**src/rtl/prod2_mult_engine.sv**
```systemverilog
// ---------------------------------------------------------------------------
// prod2_mult_engine
//
// Fixed-function responder for the start/done handshake. A falling edge of
// start launches one run. The engine reads two signed 8-bit operands from
// data memory, forms their 16-bit two's-complement product with an
// iterative shift-add multiplier, and writes the product back little-endian.
// It then raises done and holds it until start returns high.
//
// Optional build macro:
//   PROD2_ZERO_SKIP_EN - when defined, a zero operand bypasses the multiply
//                        loop. The product (0) is written after 4 cycles
//                        instead of 12. Memory contents at done are the same
//                        in both builds.
//
// Ports:
//   clk        in   system clock, all state changes on the rising edge
//   reset      in   synchronous active-low reset
//   start      in   request; a 1->0 transition launches one run
//   done       out  acknowledge; high while the product is in memory
//   mem_addr   out  data memory address (ADDR_W bits)
//   mem_rdata  in   data memory read data, combinational from mem_addr
//   mem_wr_en  out  data memory write enable, write happens at the clk edge
//   mem_wdata  out  data memory write data
// ---------------------------------------------------------------------------
module prod2_mult_engine #(
  parameter int ADDR_W    = 8,
  parameter int OPA_ADDR  = 0,
  parameter int OPB_ADDR  = 1,
  parameter int PROD_ADDR = 2
) (
  input  logic              clk,
  input  logic              reset,
  input  logic              start,
  output logic              done,
  output logic [ADDR_W-1:0] mem_addr,
  input  logic [7:0]        mem_rdata,
  output logic              mem_wr_en,
  output logic [7:0]        mem_wdata
);

  typedef enum logic [2:0] {
    ST_IDLE,
    ST_RD_A,
    ST_RD_B,
    ST_MUL,
    ST_WR_LO,
    ST_WR_HI,
    ST_DONE
  } state_e;

  localparam logic [ADDR_W-1:0] OPA_A     = ADDR_W'(OPA_ADDR);
  localparam logic [ADDR_W-1:0] OPB_A     = ADDR_W'(OPB_ADDR);
  localparam logic [ADDR_W-1:0] PROD_LO_A = ADDR_W'(PROD_ADDR);
  localparam logic [ADDR_W-1:0] PROD_HI_A = ADDR_W'(PROD_ADDR + 1);

  state_e      state_q, state_d;
  logic        start_q;
  logic [7:0]  a_q, a_d;
  logic [7:0]  b_q, b_d;
  logic [15:0] acc_q, acc_d;
  logic [2:0]  cnt_q, cnt_d;

  logic        launch;
  logic [15:0] mcand;

  assign launch = start_q & ~start;

  // Sign-extended A, weighted by the current bit position of B.
  assign mcand = {{8{a_q[7]}}, a_q} << cnt_q;

  // NOTE: state registers use non-blocking assignments so that every flop
  // samples the values from before the edge, regardless of statement order.
  always_ff @(posedge clk) begin
    if (!reset) begin
      state_q <= ST_IDLE;
      start_q <= 1'b0;
      a_q     <= '0;
      b_q     <= '0;
      acc_q   <= '0;
      cnt_q   <= '0;
    end else begin
      state_q <= state_d;
      start_q <= start;
      a_q     <= a_d;
      b_q     <= b_d;
      acc_q   <= acc_d;
      cnt_q   <= cnt_d;
    end
  end

  // NOTE: every signal driven here receives a default first. A path that
  // leaves one unassigned would otherwise infer a latch.
  always_comb begin
    state_d   = state_q;
    a_d       = a_q;
    b_d       = b_q;
    acc_d     = acc_q;
    cnt_d     = cnt_q;
    mem_addr  = '0;
    mem_wdata = '0;
    mem_wr_en = 1'b0;
    done      = 1'b0;

    unique case (state_q)
      ST_IDLE: begin
        if (launch) state_d = ST_RD_A;
      end

      ST_RD_A: begin
        mem_addr = OPA_A;
        a_d      = mem_rdata;
        state_d  = ST_RD_B;
      end

      ST_RD_B: begin
        mem_addr = OPB_A;
        b_d      = mem_rdata;
        acc_d    = '0;
        cnt_d    = '0;
`ifdef PROD2_ZERO_SKIP_EN
        // A zero operand gives a zero product, so the loop can be skipped.
        if (a_q == 8'd0 || mem_rdata == 8'd0) state_d = ST_WR_LO;
        else                                  state_d = ST_MUL;
`else
        state_d  = ST_MUL;
`endif
      end

      ST_MUL: begin
        // B's top bit carries weight -128, so its partial product is subtracted.
        if (b_q[cnt_q]) begin
          if (cnt_q == 3'd7) acc_d = acc_q - mcand;
          else               acc_d = acc_q + mcand;
        end
        cnt_d = cnt_q + 3'd1;
        if (cnt_q == 3'd7) state_d = ST_WR_LO;
      end

      ST_WR_LO: begin
        mem_addr  = PROD_LO_A;
        mem_wdata = acc_q[7:0];
        mem_wr_en = 1'b1;
        state_d   = ST_WR_HI;
      end

      ST_WR_HI: begin
        mem_addr  = PROD_HI_A;
        mem_wdata = acc_q[15:8];
        mem_wr_en = 1'b1;
        state_d   = ST_DONE;
      end

      ST_DONE: begin
        done = 1'b1;
        if (start) state_d = ST_IDLE;
      end

      default: state_d = ST_IDLE;
    endcase
  end

endmodule

```
**config.mk**
```make
export PLATFORM = sky130hd
export DESIGN_NAME = prod2_mult_engine
export DESIGN_NICKNAME = d
export VERILOG_FILES = /design/src/rtl/prod2_mult_engine.sv
export SDC_FILE = /design/constraint.sdc
export NUM_CORES = 1
export LEC_CHECK = 0
export CAP_MARGIN = 20
export CORE_MARGIN = 3
export CORE_UTILIZATION = 54
export CTS_BUF_LIST = sky130_fd_sc_hd__clkbuf_8
export CTS_CLUSTER_SIZE = 8
export DETAILED_ROUTE_END_ITERATION = 16
export HOLD_SLACK_MARGIN = 0.03
export PLACE_DENSITY = 0.79
export SKIP_LAST_GASP = 1
export SLEW_MARGIN = 20
export SYNTH_ARGS = -nofsm -noshare
export SYNTH_HDL_FRONTEND = slang
export SYNTH_SLANG_ARGS = --single-unit
export TNS_END_PERCENT = 100
```
**constraint.sdc**
```tcl
create_clock -name clk -period 3.72 [get_ports clk]
set_input_delay 1.116 -clock clk [delete_from_list [all_inputs] [get_ports clk]]
set_output_delay 1.116 -clock clk [all_outputs]
set_load 0.01 [all_outputs]
```
==> results.md, run 1 <==
Synthesis:
- By count the netlist is led by nor2_1, a21oi_1, dfxtp_1.
- The share of synthesized area occupied by flip-flops and latches is 24.4%.
- For this run, asynchronously set or reset flops after synthesis account for 0%.
- The number of unique standard cell types used by synthesis is 57.
- The mean area per synthesized cell is 7.82 um^2.
- Summing every instance area after synthesis gives 3200 um^2.
- The area share of the leading cell type in the synthesized netlist is 24.4%.
- The total number of yosys warnings is 0.
- The leading area contributor after synthesis is dfxtp_1.
- Counting flops and latches in the post-synthesis netlist gives 39.
- The number of enable-type register cells in the synthesized netlist is 0.
- Yosys attributes the largest share of cell area to dfxtp_1, ha_1, nor2_1.
- In the post-synthesis netlist, the cell with the most instances is nor2_1.
- The most used flip-flop cell after synthesis is dfxtp_1.
- The count of mapped cells out of synthesis is 409.

STA:
- The smallest setup slack after layout is 0.0650 ns.
- The total setup violations reported at the end of the flow is 0.
- The relative slew slack is 38.5%.
- The period utilization is 98.3%.
- The highest clock rate is 274 MHz.
- At the pin with the least slew margin, the transition time is 0.921 ns.
- The total count of hold-check failures in the final report is 0.
- The total negative slack is 0 ns.
- The number of pins exceeding their max-slew limit in the final report was 0.
- The clock period could shrink to 3.65 ns.
- Between clock sinks in the finished design, the worst skew comes to 0.00209 ns.
- Setup repair after global routing could not meet its margin everywhere.

Routing:
- After detailed routing, the number of remaining DRC violations is 0.
- The total wire length is 8.18 mm.
- The count of nets left with antenna violations after detail routing is 0.
- The first routing iteration left 179 violations.
- The first TritonRoute pass finished after 5 iterations.
- For this block, the via count after detailed routing is 3043.
- The detailed-route wire length per cell is 15.8 um.
- Using the TritonRoute via totals, the vias-per-cell ratio works out to 5.89.

Critical path:
- The cell family with the largest share of critical-path delay is compound AO/OA/AOI/OAI gates.
- By startpoint and endpoint, the worst setup path is classified as reg -> reg.
- The number of buffers and inverters on the critical path is 2.
- The register-to-register setup slack is 0.07 ns.
- The kind of start point of the critical path is a register.
- Along the worst path, the maximum fanout reaches 14.
- The critical path goes through buf_12 -> mux2i_1 -> nand2_1 -> a211oi_2 -> and3_2 -> nor2_2 -> xor2_1 -> ha_1 -> o21ai_1 -> a21oi_1 -> and3_1 -> a221oi_2 -> buf_4 -> o21ai_0 -> xnor2_1 -> o2111ai_2 -> o41ai_2.
- The endpoint kind of the worst setup timing path is a register.
- For the worst setup path, the data arrival time is 3.82 ns.
- Among all stages on the critical path, the largest delay is contributed by dfxtp_2.
- The critical path required time is 3.89 ns.
- For this run, the slowest stage of the critical path takes 0.36 ns.

Global routing:
- The via count of the first global-routing pass is 2784.
- Global routing finished with a remaining overflow of 0.
- The initial antenna violation count is 0.
- Global routing used 22.7% of the available tracks.
- The wire length of the first global-routing pass is 13.0 mm.
- Entering global routing, the biggest net connects 38 pins.

Run:
- The tool flagged a number of max-cap violations equal to 0.

Power and ir drop:
- The worst IR drop on VDD is 0.178 mV.
- The analysis attributes to cell leakage a power of 0.00147 uW.
- The areal power density over the cells is 330 nW/um^2.

Clock network:
- The tree is rooted in a clkbuf_8.
- TritonCTS built the clock tree.
- Clock-pin slew was measured on the worst setup and hold paths at 0.08 ns.
- The number of clock buffers inserted by TritonCTS is 5.
- The clock latency of the later-clocked register in the worst-skew pair is 0.30 ns.
- The total clock sinks is 39.
- The level count of the clock H-tree is 2.
- In this run the deepest clock path goes through 2 buffers.
- The count of hold buffers inserted by post-cts repair is 0.

Floorplanning:
- The core region is 5610 um^2.
- The initial core utilization is 57.0%.
- The number of top-level pins is 29.
- The die is 82.9 um wide.
- The die covers 6880 um^2.
- The number of standard-cell rows in the floorplan is 27.
- The die height is 82.9 um.

Outcome:
- The run finished with clean final reports.

Cells and area:
- The repair_antennas step left the layout with diodes totalling 0.
- Compared with the post-synthesis result, the final layout area differs by 21.1%.
- At the end of the flow, the number of nets in the layout was 474.
- The filler cells instantiated in the layout total 464.
- The proportion of layout cells with a drive suffix above 1 is 18.9%.
- The total non-filler cell area in the finished layout is 3870 um^2.

Place:
- Input and output buffers added on the ports amount to 22.
- OpenSTA, run right after detailed placement, puts the worst setup slack at -0.0398 ns.
- Detailed placement finished with a half-perimeter wire length of 5.78 mm.
- Routability-driven placement finished with a final weighted congestion of 0.973.
- In this run the cell area measured after placement is 3540 um^2.

Worst hold path:
- The class of the tightest hold or removal check is reg -> reg.
[per-layer routing]
| metal | global-route usage [%] | part of all wire (%) |
|---|---|---|
| met1 | 28.2 | 42 |
| met2 | 39.4 | 50 |
| met3 | 3.37 | 5.4 |
| met4 | 8.62 | 2.6 |
| met5 | 0 | 0 |
[state kept, by name, summed over array words and instances, names as in the netlist]
register	flops
state_q	3
cnt_q	3
start_q	1
a_q	8
b_q	8
acc_q	16
[worst register-to-register path: cells and delay by family (launching register included)]
family,cells,cell delay [ns]
xor gates and xnor gates,2,0.36
muxes,1,0.31
buffers and inverters,2,0.31
adders and majority gates,1,0.31
DFF,1,0.36
AOI/OAI and AO/OA,7,1.16
and+or+nand+nor,4,0.73
[cell type report]
class | count | area, um^2 | area share (%)
timing repair buffer | 54 | 498 | 12.9
tap | 72 | 90.1 | 2.33
clock inverter | 1 | 7.51 | 0.194
sequential | 39 | 787 | 20.3
inverter | 17 | 63.8 | 1.65
clock buffer | 7 | 96.3 | 2.49
multi-input combinational | 327 | 2330 | 60.1
[kinds of logic after synthesis]
logic type	count (synthesis)	share of synthesized area, %
and+or+nand+nor	141	19.6
AOI/OAI and AO/OA	104	22.0
buffers and inverters	48	7.24
DFF	39	24.4
muxes	33	12.4
xor gates and xnor gates	24	6.58
adders and majority gates	19	7.67
other	1	0.117
[per-stage QoR]
step / utilization (%) / total power [uW] / hold slack, ns / cells
floorplan: - / 776 / 0.433 / 414
global placement: 63.1 / 877 / 0.442 / 498
detailed placement: 63.1 / 884 / 0.449 / 498
CTS: 65.3 / 1220 / 0.460 / 508
global route: 69.0 / 1350 / 0.477 / 517
finish: 69.0 / 1280 / 0.458 / 517
[power breakdown]
group	switching [uW]	total [uW]	internal (uW)
sequential	14.2	440	426
combinational	267	509	242
clock	158	326	169
total	439	1280	837
[worst paths after layout]
kind              depth (start not counted)  startpoint        end
hold reg to reg                           2      b_q[0]     b_q[0]
setup / recovery                         17    cnt_q[1]  acc_q[15]
hold / removal                            2      b_q[0]     b_q[0]
setup reg to reg                         17    cnt_q[1]  acc_q[15]
[cells in the final DEF, fill, tap and decap left out, types with 4 or more instances in the layout]
master and n:
buf_4 29, dfxtp_1 36, nor2_1 56, a21oi_1 37, nor2b_1 4, inv_1 16
nand2b_1 7, o21ai_0 13, xnor2_1 13, nand3_1 11, nand2_1 38, mux2i_1 21
conb_1 6, clkbuf_8 7, nand4_1 4, a31oi_1 9, xor2_1 10, o21a_1 6
clkdlybuf4s50_1 22, nor3_1 4, and3_1 5, ha_1 16
[timing repair]
| item | 4_1_cts | 5_1_grt |
|---|---|---|
| endpoints found under the setup margin | 2 | 6 |
| buffers inserted | 2 | 9 |
| gates resized for setup | 1 | 31 |
| pin swaps | 1 | 10 |
Note: power is estimated with default switching activity, not from simulation.
==> run 2, diff against run 1 <==
--- a/config.mk
+++ b/config.mk
@@ -6,13 +6,12 @@
 export NUM_CORES = 1
 export LEC_CHECK = 0
 export CAP_MARGIN = 20
-export CORE_MARGIN = 3
-export CORE_UTILIZATION = 54
+export CORE_UTILIZATION = 65
 export CTS_BUF_LIST = sky130_fd_sc_hd__clkbuf_8
 export CTS_CLUSTER_SIZE = 8
 export DETAILED_ROUTE_END_ITERATION = 16
 export HOLD_SLACK_MARGIN = 0.03
-export PLACE_DENSITY = 0.79
+export PLACE_DENSITY = 0.89
 export SKIP_LAST_GASP = 1
 export SLEW_MARGIN = 20
 export SYNTH_ARGS = -nofsm -noshare
==> constraint.sdc (replaced) <==
create_clock -name clk -period 4.6 [get_ports clk]
set_input_delay 1.38 -clock clk [delete_from_list [all_inputs] [get_ports clk]]
set_output_delay 1.38 -clock clk [all_outputs]
set_load 0.01 [all_outputs]
==> run 2 against run 1 <==
Compared with the run above:
- combinational power is 35% lower
- sequential share of layout area is 2.0 points higher
- register-to-register slack better by 0.55 ns
- sequential power is 19% lower
- via count is 4.2% lower
- worst hold slack better by 0.0016 ns
- critical path type unchanged
- highest routed layer unchanged
==> results.md, run 2 (synthesis gave the netlist of run 1 again) <==
STA:
- The clock period minus final worst setup slack is 3.99 ns (+0.332 ns).
- The total negative slack was 0 ns (unchanged).
- The total count of hold-check failures in the final report is 0 (unchanged).
- The relative slew slack is 41.1% (+2.6 points).
- The total setup violations reported at the end of the flow is 0 (unchanged).
- Setup repair after global routing left no endpoint under its margin.
- The slew at the pin closest to its max-slew limit is 0.883 ns (-0.0387 ns).
- The final-layout worst hold slack is 0.460 ns (+0.00156 ns).
- The maximum clock skew at final layout came to 0.00819 ns (+0.00610 ns).
- The highest clock rate is 251 MHz (-8.3%).
- The number of pins exceeding their max-slew limit in the final report is 0 (unchanged).
- The period utilization is 86.7% (-12 points).

Worst hold path:
- The class of the tightest hold or removal check is reg -> reg.

Floorplanning:
- The number of standard-cell rows in the floorplan came to 25 (-7.4%).
- The area of the die came to 5200 um^2 (-24%).
- The die extent in x is 72.1 um (-13%).
- The initial core utilization came to 67.7% (+11 points).
- The die height is 72.1 um (-13%).
- The number of top-level pins is 29 (unchanged).
- The area of the core was 4720 um^2 (-16%).

Clock network:
- The clock latency of the later-clocked register in the worst-skew pair is 0.29 ns (about the same).
- The clock-pin slew reported for the worst setup and hold paths after clock tree synthesis is 0.08 ns (about the same).
- The level count of the clock H-tree is 2 (unchanged).
- The clock tree buffer depth is 2 (unchanged).
- The count of hold buffers inserted by post-cts repair is 0 (unchanged).
- TritonCTS built the clock tree.
- The cell sitting at the root of the clock tree is a clkbuf_8.
- The total clock sinks is 39 (unchanged).
- The number of clock buffers inserted by TritonCTS is 5 (unchanged).
- The setup fix buffers added after clock tree synthesis is 0 (-2).

Cells and area:
- The filler-free cell count of the finished design is 487 (-5.8%).
- The area of the multi-input gates is 2200 um^2 (-5.3%).
- The final-stage net count is 449 (-5.3%).
- Relative to the synthesized area, the layout overhead comes to 9.67%.
- The total of fill cells in the finished design is 383 (-17%).
- The antenna diode count is 0 (unchanged).
- In the layout the commonest cells are nor2_1, a21oi_1, nand2_1, dfxtp_1, clkdlybuf4s50_1.
- The most common cell after layout, fill and taps aside is nor2_1.
- The sequential standard cell area is 782 um^2 (-0.64%).
- The proportion of layout cells with a drive suffix above 1 is 8.81% (-10 points).
- The number of flip-flops under the largest register name is 16 (unchanged).
- The largest registers in the layout are acc_q: 16 flops, a_q: 8 flops, b_q: 8 flops.
- The register bank with the most flops is acc_q.

Power and ir drop:
- The worst IR drop on VDD is 0.218 mV (+22%).
- The areal power density over the cells is 270 nW/um^2 (-18%).
- The leakage power is 0.00132 uW (-11%).

Critical path:
- The kind of start point of the critical path is a register.
- By startpoint and endpoint, the worst setup path is classified as reg -> reg.
- The critical path required time came to 4.78 ns (+0.89 ns).
- The critical path arrival is 4.16 ns (+0.34 ns).
- The highest fanout seen on the critical path came to 17 (+3).
- The worst setup path is captured at a register.

Global routing:
- The initial antenna violation count came to 0 (unchanged).
- The global router's overall resource usage was 30.4% (+7.7 points).
- The via count of the first global-routing pass is 2683 (-3.6%).
- The wire length of the first global-routing pass was 12.6 mm (-3.4%).
- The total grt overflow was 0 (unchanged).
- The pin count of the biggest net entering global routing is 38 (unchanged).

Place:
- The number of buffers added on ports came to 22 (unchanged).
- The weighted congestion at the end of routability-driven global placement came to 0.875 (-10%).
- The number of cells after detailed placement is 479 (-3.8%).
- The post-detailed-placement half-perimeter wirelength is 5.54 mm (-4.2%).

Outcome:
- The run finished with clean final reports.

Routing:
- The count of nets left with antenna violations after detail routing was 0 (unchanged).
- The initial detailed-routing violation count is 215 (+20%).
- The via density per instance is 5.99 (+1.7%).
- The detailed-route wire length per cell is 15.3 um (-3.5%).
- The number of remaining DRC errors was 0 (unchanged).
- The detailed-route via count is 2916 (-4.2%).
- The total wire length is 7.44 mm (-9.1%).
- The first-pass detailed-route iteration total was 5 (unchanged).

Run:
- The number of max-capacitance violations reported was 0 (unchanged).
==> run 2: path summary, 6_finish.rpt <==
check                               from   endpoint  slack (ns)  depth (start not counted)
worst max-delay path            cnt_q[1]  acc_q[14]        0.61                         16
worst min register to register    b_q[0]     b_q[0]        0.46                          2
worst min-delay path              b_q[0]     b_q[0]        0.46                          2
worst max register to register  cnt_q[1]  acc_q[14]        0.61                         16
==> run 2: final cells by class <==
cell class	instances	area share, %
clock buffer	7	2.75
inverter	17	1.82
timing repair buffer	29	7.78
tap	67	2.39
sequential	39	22.3
clock inverter	1	0.107
multi-input combinational	327	62.8
==> run 2: power breakdown <==
| group | switching, uW | internal [uW] | total [uW] |
|---|---|---|---|
| Sequential | 11.9 | 345 | 357 |
| Combinational | 187 | 145 | 333 |
| Clock | 123 | 135 | 258 |
==> run 2: metrics by stage <==
step	util (%)	setup slack [ns]	total power (uW)	area, um^2
after floorplan	-	0.929	628	3220
after global placement	72.1	0.587	682	3400
after detailed placement	72.1	0.497	690	3400
after CTS	74.2	0.435	946	3500
after global routing	74.2	0.243	998	3510
final	74.2	0.613	948	3510
==> run 2: worst max-delay path: stages, from the launching register on <==
cell      delay [ns]
dfxtp_2         0.56
mux2i_2         0.33
inv_1           0.09
a221oi_1        0.22
o21ai_0         0.14
nor2b_1         0.23
a21oi_1         0.13
nor2_1          0.15
xnor2_1         0.13
ha_1            0.31
a21o_1          0.20
a211o_1         0.29
a41oi_1         0.18
a21oi_1         0.12
o31a_1          0.27
o21a_1          0.17
o41ai_1         0.34
==> run 2: layer usage <==
layer  share of wire [%]  up-vias  wire length (um)  track usage (%)
li1                    -     1456                 -                -
met1                  43     1342              3190             38.7
met2                  51      105              3760             54.4
met3                 4.7       13               353             3.75
met4                 1.8        0               136             7.84
met5                   0        -                 0                0
==> run 2: what timing repair did <==
action / 4_1_cts / 5_1_grt
endpoints found under the hold margin: 0 / 0
gates resized for setup: 0 / 1
endpoints found under the setup margin: 0 / 1
==> run 3, diff against run 2 <==
--- a/config.mk
+++ b/config.mk
@@ -6,12 +6,14 @@
 export NUM_CORES = 1
 export LEC_CHECK = 0
 export CAP_MARGIN = 20
+export CORE_MARGIN = 4
 export CORE_UTILIZATION = 65
 export CTS_BUF_LIST = sky130_fd_sc_hd__clkbuf_8
 export CTS_CLUSTER_SIZE = 8
 export DETAILED_ROUTE_END_ITERATION = 16
 export HOLD_SLACK_MARGIN = 0.03
 export PLACE_DENSITY = 0.89
+export RECOVER_POWER = 100
 export SKIP_LAST_GASP = 1
 export SLEW_MARGIN = 20
 export SYNTH_ARGS = -nofsm -noshare
==> run 3 against run 2 <==
Compared with the run above:
- register-to-register slack got worse by 0.04 ns
- sequential power about the same
- via count decreased by 2.3%
- critical path type unchanged
==> results.md, run 3 (synthesis gave the netlist of run 1 again) <==
Place:
- The placement-stage cell area came to 3400 um^2 (unchanged).
- The worst setup timing slack at the placement stage is 0.445 ns (-0.0523 ns).
- The post-detailed-placement half-perimeter wirelength is 5.54 mm (about the same).
- The number of buffers added on ports is 22 (unchanged).
- The weighted congestion at the end of routability-driven global placement came to 0.906 (+3.5%).

Power and ir drop:
- The clock network power share came to 26.4% (-0.8 points).
- The fraction of power consumed by sequential logic is 38.7% (+1.0 points).
- The net load switching power came to 328 uW (+1.6%).
- The relative contribution of combinational cells to total power is 34.9% (-0.2 points).
- The worst IR drop on VDD is 0.168 mV (-23%).
- The internal cell power is 597 uW (-4.5%).
- The total power of the final layout is 925 uW (-2.4%).
- The switching part of the total power was 35.4% (+1.4 points).
- The leakage power is 0.00134 uW (+1.7%).
- The areal power density over the cells is 265 nW/um^2 (-2.0%).

Cells and area:
- The number of flip-flops under the largest register name is 16 (unchanged).
- The proportion of layout cells with a drive suffix above 1 is 8.33% (-0.48 points).
- The final-stage net count is 449 (unchanged).
- The total of fill cells in the finished design is 407 (+6.3%).
- The library cell used most frequently in the layout, excluding fill and tap cells, is nor2_1.
- The area added between synthesis and finish is 9.20%.
- The total non-filler cell area in the finished layout is 3490 um^2 (-0.43%).
- The largest registers in the layout are acc_q: 16 flops, a_q: 8 flops, b_q: 8 flops.
- The register bank with the most flops is acc_q.
- The top cell types in the final layout, fill and taps aside, are nor2_1, a21oi_1, nand2_1, dfxtp_1, mux2i_1.
- The antenna diode count was 0 (unchanged).

Clock network:
- The total clock sinks is 39 (unchanged).
- The root buffer cell is clkbuf_8.
- The clock tree buffer depth is 2 (unchanged).
- The number of clock buffers inserted by TritonCTS was 5 (unchanged).
- The setup fix buffers added after clock tree synthesis is 0 (unchanged).
- The clock latency of the later-clocked register in the worst-skew pair came to 0.30 ns (about the same).
- The clock-pin slew reported for the worst setup and hold paths after clock tree synthesis is 0.09 ns (about the same).
- The TritonCTS clock tree is yes.
- The level count of the clock H-tree is 2 (unchanged).

Critical path:
- The kind of start point of the critical path is a register.
- The highest fanout seen on the critical path is 13 (-4).
- The register-to-register setup slack is 0.57 ns (-0.04 ns).
- The startpoint identified for the worst register-to-register timing path is cnt_q[1].
- The critical path arrival is 4.22 ns (+0.06 ns).
- The critical path required time is 4.79 ns (about the same).
- The origin of the worst setup path is cnt_q[1].
- The depth of the worst register-to-register path is 16 (unchanged).
- The cell type of the slowest stage on the worst timing path is o311ai_0.
- The critical path goes through buf_4 -> or2_0 -> nor2_1 -> inv_1 -> ha_1 -> nor2_1 -> xor2_1 -> ha_1 -> nor2b_1 -> o21ai_0 -> a21boi_0 -> o311ai_0 -> a21oi_1 -> o31a_1 -> o21a_1 -> o41ai_1.
- The endpoint of the most critical register-to-register path is acc_q[14].
- The delay of the slowest cell on the worst path is 0.48 ns (-0.08 ns).
- By startpoint and endpoint, the worst setup path is classified as reg -> reg.
- Following the worst setup path forward leads to its endpoint at acc_q[14].
- The endpoint kind of the worst setup timing path is a register.

Routing:
- The first-pass detailed-route iteration total was 4 (-1).
- The number of remaining DRC errors is 0 (unchanged).
- The detailed-route wire length per cell is 14.9 um (-2.7%).
- The total wire length was 7.24 mm (-2.7%).
- The wire length on met1 came to 3.18 mm (-0.16%).
- The detailed-routed wire length on met3 is 293 um (-17%).
- The via density per instance is 5.85 (-2.3%).
- Signal routing reaches up to met4.
- The detailed-route via count is 2850 (-2.3%).
- The initial detailed-routing violation count is 159 (-26%).
- The amount of wire on met2 after detailed routing is 3.56 mm (-5.3%).
- The count of nets left with antenna violations after detail routing came to 0 (unchanged).

STA:
- The period utilization was 87.6% (+0.97 points).
- The slew at the pin closest to its max-slew limit is 1.15 ns (+0.271 ns).
- The smallest setup slack after layout is 0.568 ns (-0.0448 ns).
- The clock period minus final worst setup slack is 4.03 ns (+0.0448 ns).
- The number of pins exceeding their max-slew limit in the final report is 0 (unchanged).
- The total count of hold-check failures in the final report came to 0 (unchanged).
- The total setup violations reported at the end of the flow is 0 (unchanged).
- The highest clock rate is 248 MHz (-1.1%).
- Setup repair after global routing left no endpoint under its margin.
- The maximum clock skew at final layout was 0.00671 ns (-0.00148 ns).
- The relative slew slack is 23.0% (-18 points).
- The total negative slack is 0 ns (unchanged).

Worst hold path:
- The class of the tightest hold or removal check is reg -> reg.
- The origin of the worst min-delay path is b_q[1].

Global routing:
- The initial antenna violation count is 0 (unchanged).
- The total grt overflow is 0 (unchanged).
- The global router's overall resource usage is 24.9% (-5.5 points).
- The via count of the first global-routing pass was 2745 (+2.3%).
- The pin count of the biggest net entering global routing was 38 (unchanged).
- The wire length of the first global-routing pass is 12.5 mm (-0.44%).

Floorplanning:
- The area of the die is 6100 um^2 (+17%).
- The number of top-level pins is 29 (unchanged).
- The initial core utilization was 67.2% (-0.45 points).
- The number of standard-cell rows in the floorplan was 25 (unchanged).
- The area of the core was 4750 um^2 (+0.66%).
- The die extent in x is 78.1 um (+8.3%).
- The die height is 78.1 um (+8.3%).

Run:
- The number of max-capacitance violations reported is 0 (unchanged).

Outcome:
- The run finished with clean final reports.
==> run 3: changes by cell type in the layout (fill, tap and decap cells not counted), sizes merged <==
cell,previous run,this run
clkinvlp,0,2
clkdlybuf4s50,22,8
clkbuf,7,5
dlygate4sd3,0,14
==> run 3: cell type report <==
| class | count | area, um^2 | share of cell area, % |
|---|---|---|---|
| repair buffers | 29 | 273 | 7.81 |
| clock buffers | 5 | 68.8 | 1.97 |
| inverters | 17 | 63.8 | 1.83 |
| flip-flops and latches | 39 | 782 | 22.4 |
| well taps | 67 | 83.8 | 2.40 |
| clock inverters | 3 | 23.8 | 0.681 |
| multi-input cells | 327 | 2200 | 62.9 |
==> run 3: stage by stage <==
step | cells | utilization (%) | hold slack [ns]
4_1_cts | 487 | 73.6 | 0.460
3_5_place_dp | 479 | 71.6 | 0.449
5_1_grt | 487 | 73.4 | 0.485
6_report | 487 | 73.4 | 0.458
3_3_place_gp | 479 | 71.6 | 0.441
2_1_floorplan | 414 | - | 0.433
==> run 3: routing by layer <==
| metal | GRT usage [%] | up-vias |
|---|---|---|
| met1 | 29.2 | 1307 |
| met5 | 0 | - |
| met3 | 3.67 | 19 |
| met4 | 8.74 | 0 |
| met2 | 45.9 | 68 |
| li1 | - | 1456 |
==> run 3: how the worst min path moves through the flow <==
stage	depth (start not counted)	end	slack, ns
finish	2	b_q[1]	0.46
global route	2	b_q[1]	0.49
CTS	2	b_q[7]	0.46
detailed placement	2	b_q[7]	0.45
global placement	2	b_q[7]	0.44
floorplan	2	b_q[2]	0.43
==> run 3: worst max-delay path: cells and delay by family (launching register included) <==
kind / cells / cell delay, ns
AOI/OAI and AO/OA: 7 / 1.84
xor gates and xnor gates: 1 / 0.20
and+or+nand+nor: 4 / 0.68
buffers and inverters: 2 / 0.28
adders and majority gates: 2 / 0.49
DFF: 1 / 0.43
==> run 3: power groups by stage <==
stage          clock network, uW  registers (uW)  logic [uW]
6_report                     244             358         323
5_1_grt                      262             360         364
4_1_cts                      248             358         324
3_5_place_dp                   0             366         323
3_3_place_gp                   0             365         315
2_1_floorplan                  0             358         270
==> run 3: repair_timing <==
| action | 4_1_cts | 5_1_grt |
|---|---|---|
| endpoints found under the setup margin | 0 | 1 |
| gates resized for setup | 0 | 1 |
| hold buffers | 0 | 0 |
==> edit (config.mk and constraints of run 1) <==
Take the reset off `a_q` and `b_q` and load them in a clocked block of their own.
--- a/src/rtl/prod2_mult_engine.sv
+++ b/src/rtl/prod2_mult_engine.sv
@@ -76,6 +76,4 @@
       state_q <= ST_IDLE;
       start_q <= 1'b0;
-      a_q     <= '0;
-      b_q     <= '0;
       acc_q   <= '0;
       cnt_q   <= '0;
@@ -83,9 +81,12 @@
       state_q <= state_d;
       start_q <= start;
-      a_q     <= a_d;
-      b_q     <= b_d;
       acc_q   <= acc_d;
       cnt_q   <= cnt_d;
     end
+  end
+
+  always_ff @(posedge clk) begin
+    a_q <= a_d;
+    b_q <= b_d;
   end
 
Check against the original RTL: same outputs for any inputs over 10 cycles, from zero or initial values and one cycle with reset low; that may be too few to reach the edited logic, so the function may still have changed.
==> edit against run 1 <==
Global-route usage is 0.40 points lower. Cell count is 7.5% lower. Setup slack better by 0.10 ns. Count of clock-buffer cells in the layout is 2 lower. First-iteration DRC count is 1.7% higher. Routed wire length is 4.0% lower. Critical path depth is 2 lower. Final area is 0.94% lower. Sequential cell count stayed put. Area after synthesis is 1.8% higher. Utilization is 1.5 points lower. Largest cell class unchanged. Highest routed layer unchanged.
Power is not compared: it rests on default switching activity, and its combinational part moved more than twofold at a synthesized area within 25%.
==> edit: results (changes against run 1) <==
| Metric | Value |
|---|---|
| Status | `complete, no violations` |
| Total Routing Usage GR | `0.223 (-0.00401)` |
| Ranking of synthesized cells by area | `edfxtp_1 (15%), dfxtp_1 (14%), ha_1 (6.9%)` |
| First-pass GRT wire length | `13100 um (+0.58%)` |
| Met1 Wirelength | `3580 um (+4.9%)` |
| Non-Filler Instances | `478 (-7.5%)` |
| Async SR Flop Fraction | `0 (unchanged)` |
| Nets | `435 (-8.2%)` |
| Leading area contributor after synthesis | `edfxtp_1` |
| Post-CTS setup buffers | `0 (-2)` |
| Proportion of synthesized area in mux cells | `0.125 (about the same)` |
| Clock Path Buffers | `2 (unchanged)` |
| Sequential element share of the synthesized area | `0.289 (+0.0448)` |
| Mean Syn Cell Area | `8.59 um2 (+9.9%)` |
| Total power | `about 0.96 mW` |
| R2R Setup Slk | `0.17 ns (+0.10 ns)` |
| GRT met1 Usage | `0.311 (+0.0290)` |
| Met2 Use GR | `0.357 (-0.0364)` |
| Clock Power | `0.358 mW` |
| Antenna violations before repair | `0 (unchanged)` |
| Via density | `6.04 (+2.6%)` |
| Detailed placement HPWL | `5690 um (-1.6%)` |
| Met3 WL post-DR | `429 um (-2.3%)` |
| Slew HR | `0.454 (+0.0690)` |
| Post-synthesis cell type count | `61 (+7.0%)` |
| Routed WL | `7850 um (-4.0%)` |
| Largest net degree at the start of global routing | `27 (-29%)` |
| CP max FO | `6 (-8)` |
| R2r worst-path depth | `15 (-2)` |
| I/O Buffers | `22 (unchanged)` |
| Routed length on met2 | `3720 um (-9.7%)` |
| Post-CTS resize count | `0 (-1)` |
| Vias in the first global route | `2737 (-1.7%)` |
| Sw frac | `0.256` |
| Adder-Cell Fraction of Synth Area | `0.0753 (-0.00139)` |
| Pre-CTS worst setup slack | `0.0742 ns (+0.114 ns)` |
| Worst Clk Skew | `0.00758 ns (+0.00549 ns)` |
| DP Cell Count | `465 (-6.6%)` |
| Xor-xnor portion of the synthesized cell area | `0.0673 (+0.00150)` |
| Largest regs | `acc_q: 16 flops, a_q: 8 flops, b_q: 8 flops` |
| Critical path arrival | `3.74 ns (-0.08 ns)` |
| Post-DP Area | `3570 um2 (+0.88%)` |
| Share of post-route cells with drive strength above 1 | `0.150 (-0.0385)` |
| ANT cells | `0 (unchanged)` |
| Worst-path clk slew | `0.08 ns (about the same)` |
| Synth Area in Compound Gates | `0.188 (-0.0313)` |
| Critical R2R Launch | `a_q[3]$_DFFE_PP_` |
| Crit path kind | `flip-flop to flip-flop` |
| Post-synth top cells | `nor2_1 (34), a21oi_1 (28), o21ai_0 (27), nand2_1 (24), dfxtp_1 (23)` |
| CP endpoint | `acc_q[9]$_SDFFE_PN0P_` |
| Initial DRC count | `182 (+1.7%)` |
| Pre-Repair DR Iteration Count | `4 (-1)` |
| Fillers | `457 (-1.5%)` |
| Post-synth EDFFs | `16 (+16)` |
| Routability Congestion | `0.918 (-5.7%)` |
| Peak Freq | `0.281 GHz (+2.8%)` |
| CTS root buf | `clkbuf_8` |
| Met3 usage | `0.0336 (-0.000166)` |
| YS warnings | `0 (unchanged)` |
edit: cell types whose count changed after synthesis, moves of 5 or more:
cell,delta
inv_1,-5
edfxtp_1,+16
and2_1,+12
o21ai_0,+11
a21boi_0,+6
a31oi_1,-6
dfxtp_1,-16
nor2_1,-25
nand2_1,-14
a21oi_1,-12
edit: area by class of cell:
type,count,area [um2],area share
clock inverter,3,41.3,0.0108
tap,72,90.1,0.0235
sequential,39,942,0.246
inverter,12,48.8,0.0127
clock buffer,5,68.8,0.0180
multi-input combinational,303,2240,0.585
timing repair buffer,44,402,0.105
edit: critical path: stages (launching register included):
cell	delay [ns]
edfxtp_1	0.51
or4_1	0.51
o311a_1	0.15
a21boi_2	0.15
and3_4	0.21
nor2_1	0.05
xor2_1	0.16
ha_1	0.30
a2111o_1	0.36
o21ai_1	0.15
buf_4	0.16
o21bai_1	0.07
a21oi_1	0.18
xor2_1	0.24
o21ai_0	0.10
and2_1	0.16
edit: how the worst min path moves through the flow:
stage                      startpoint                endpoint  slack (ns)  cells after the start
2_1_floorplan   acc_q[4]$_SDFFE_PN0P_   acc_q[4]$_SDFFE_PN0P_        0.46                      2
3_3_place_gp   acc_q[14]$_SDFFE_PN0P_  acc_q[14]$_SDFFE_PN0P_        0.50                      2
3_5_place_dp   acc_q[14]$_SDFFE_PN0P_  acc_q[14]$_SDFFE_PN0P_        0.51                      2
4_1_cts        acc_q[14]$_SDFFE_PN0P_  acc_q[14]$_SDFFE_PN0P_        0.52                      2
5_1_grt         cnt_q[1]$_SDFFE_PN0P_   cnt_q[1]$_SDFFE_PN0P_        0.55                      2
6_report        acc_q[4]$_SDFFE_PN0P_   acc_q[4]$_SDFFE_PN0P_        0.52                      2
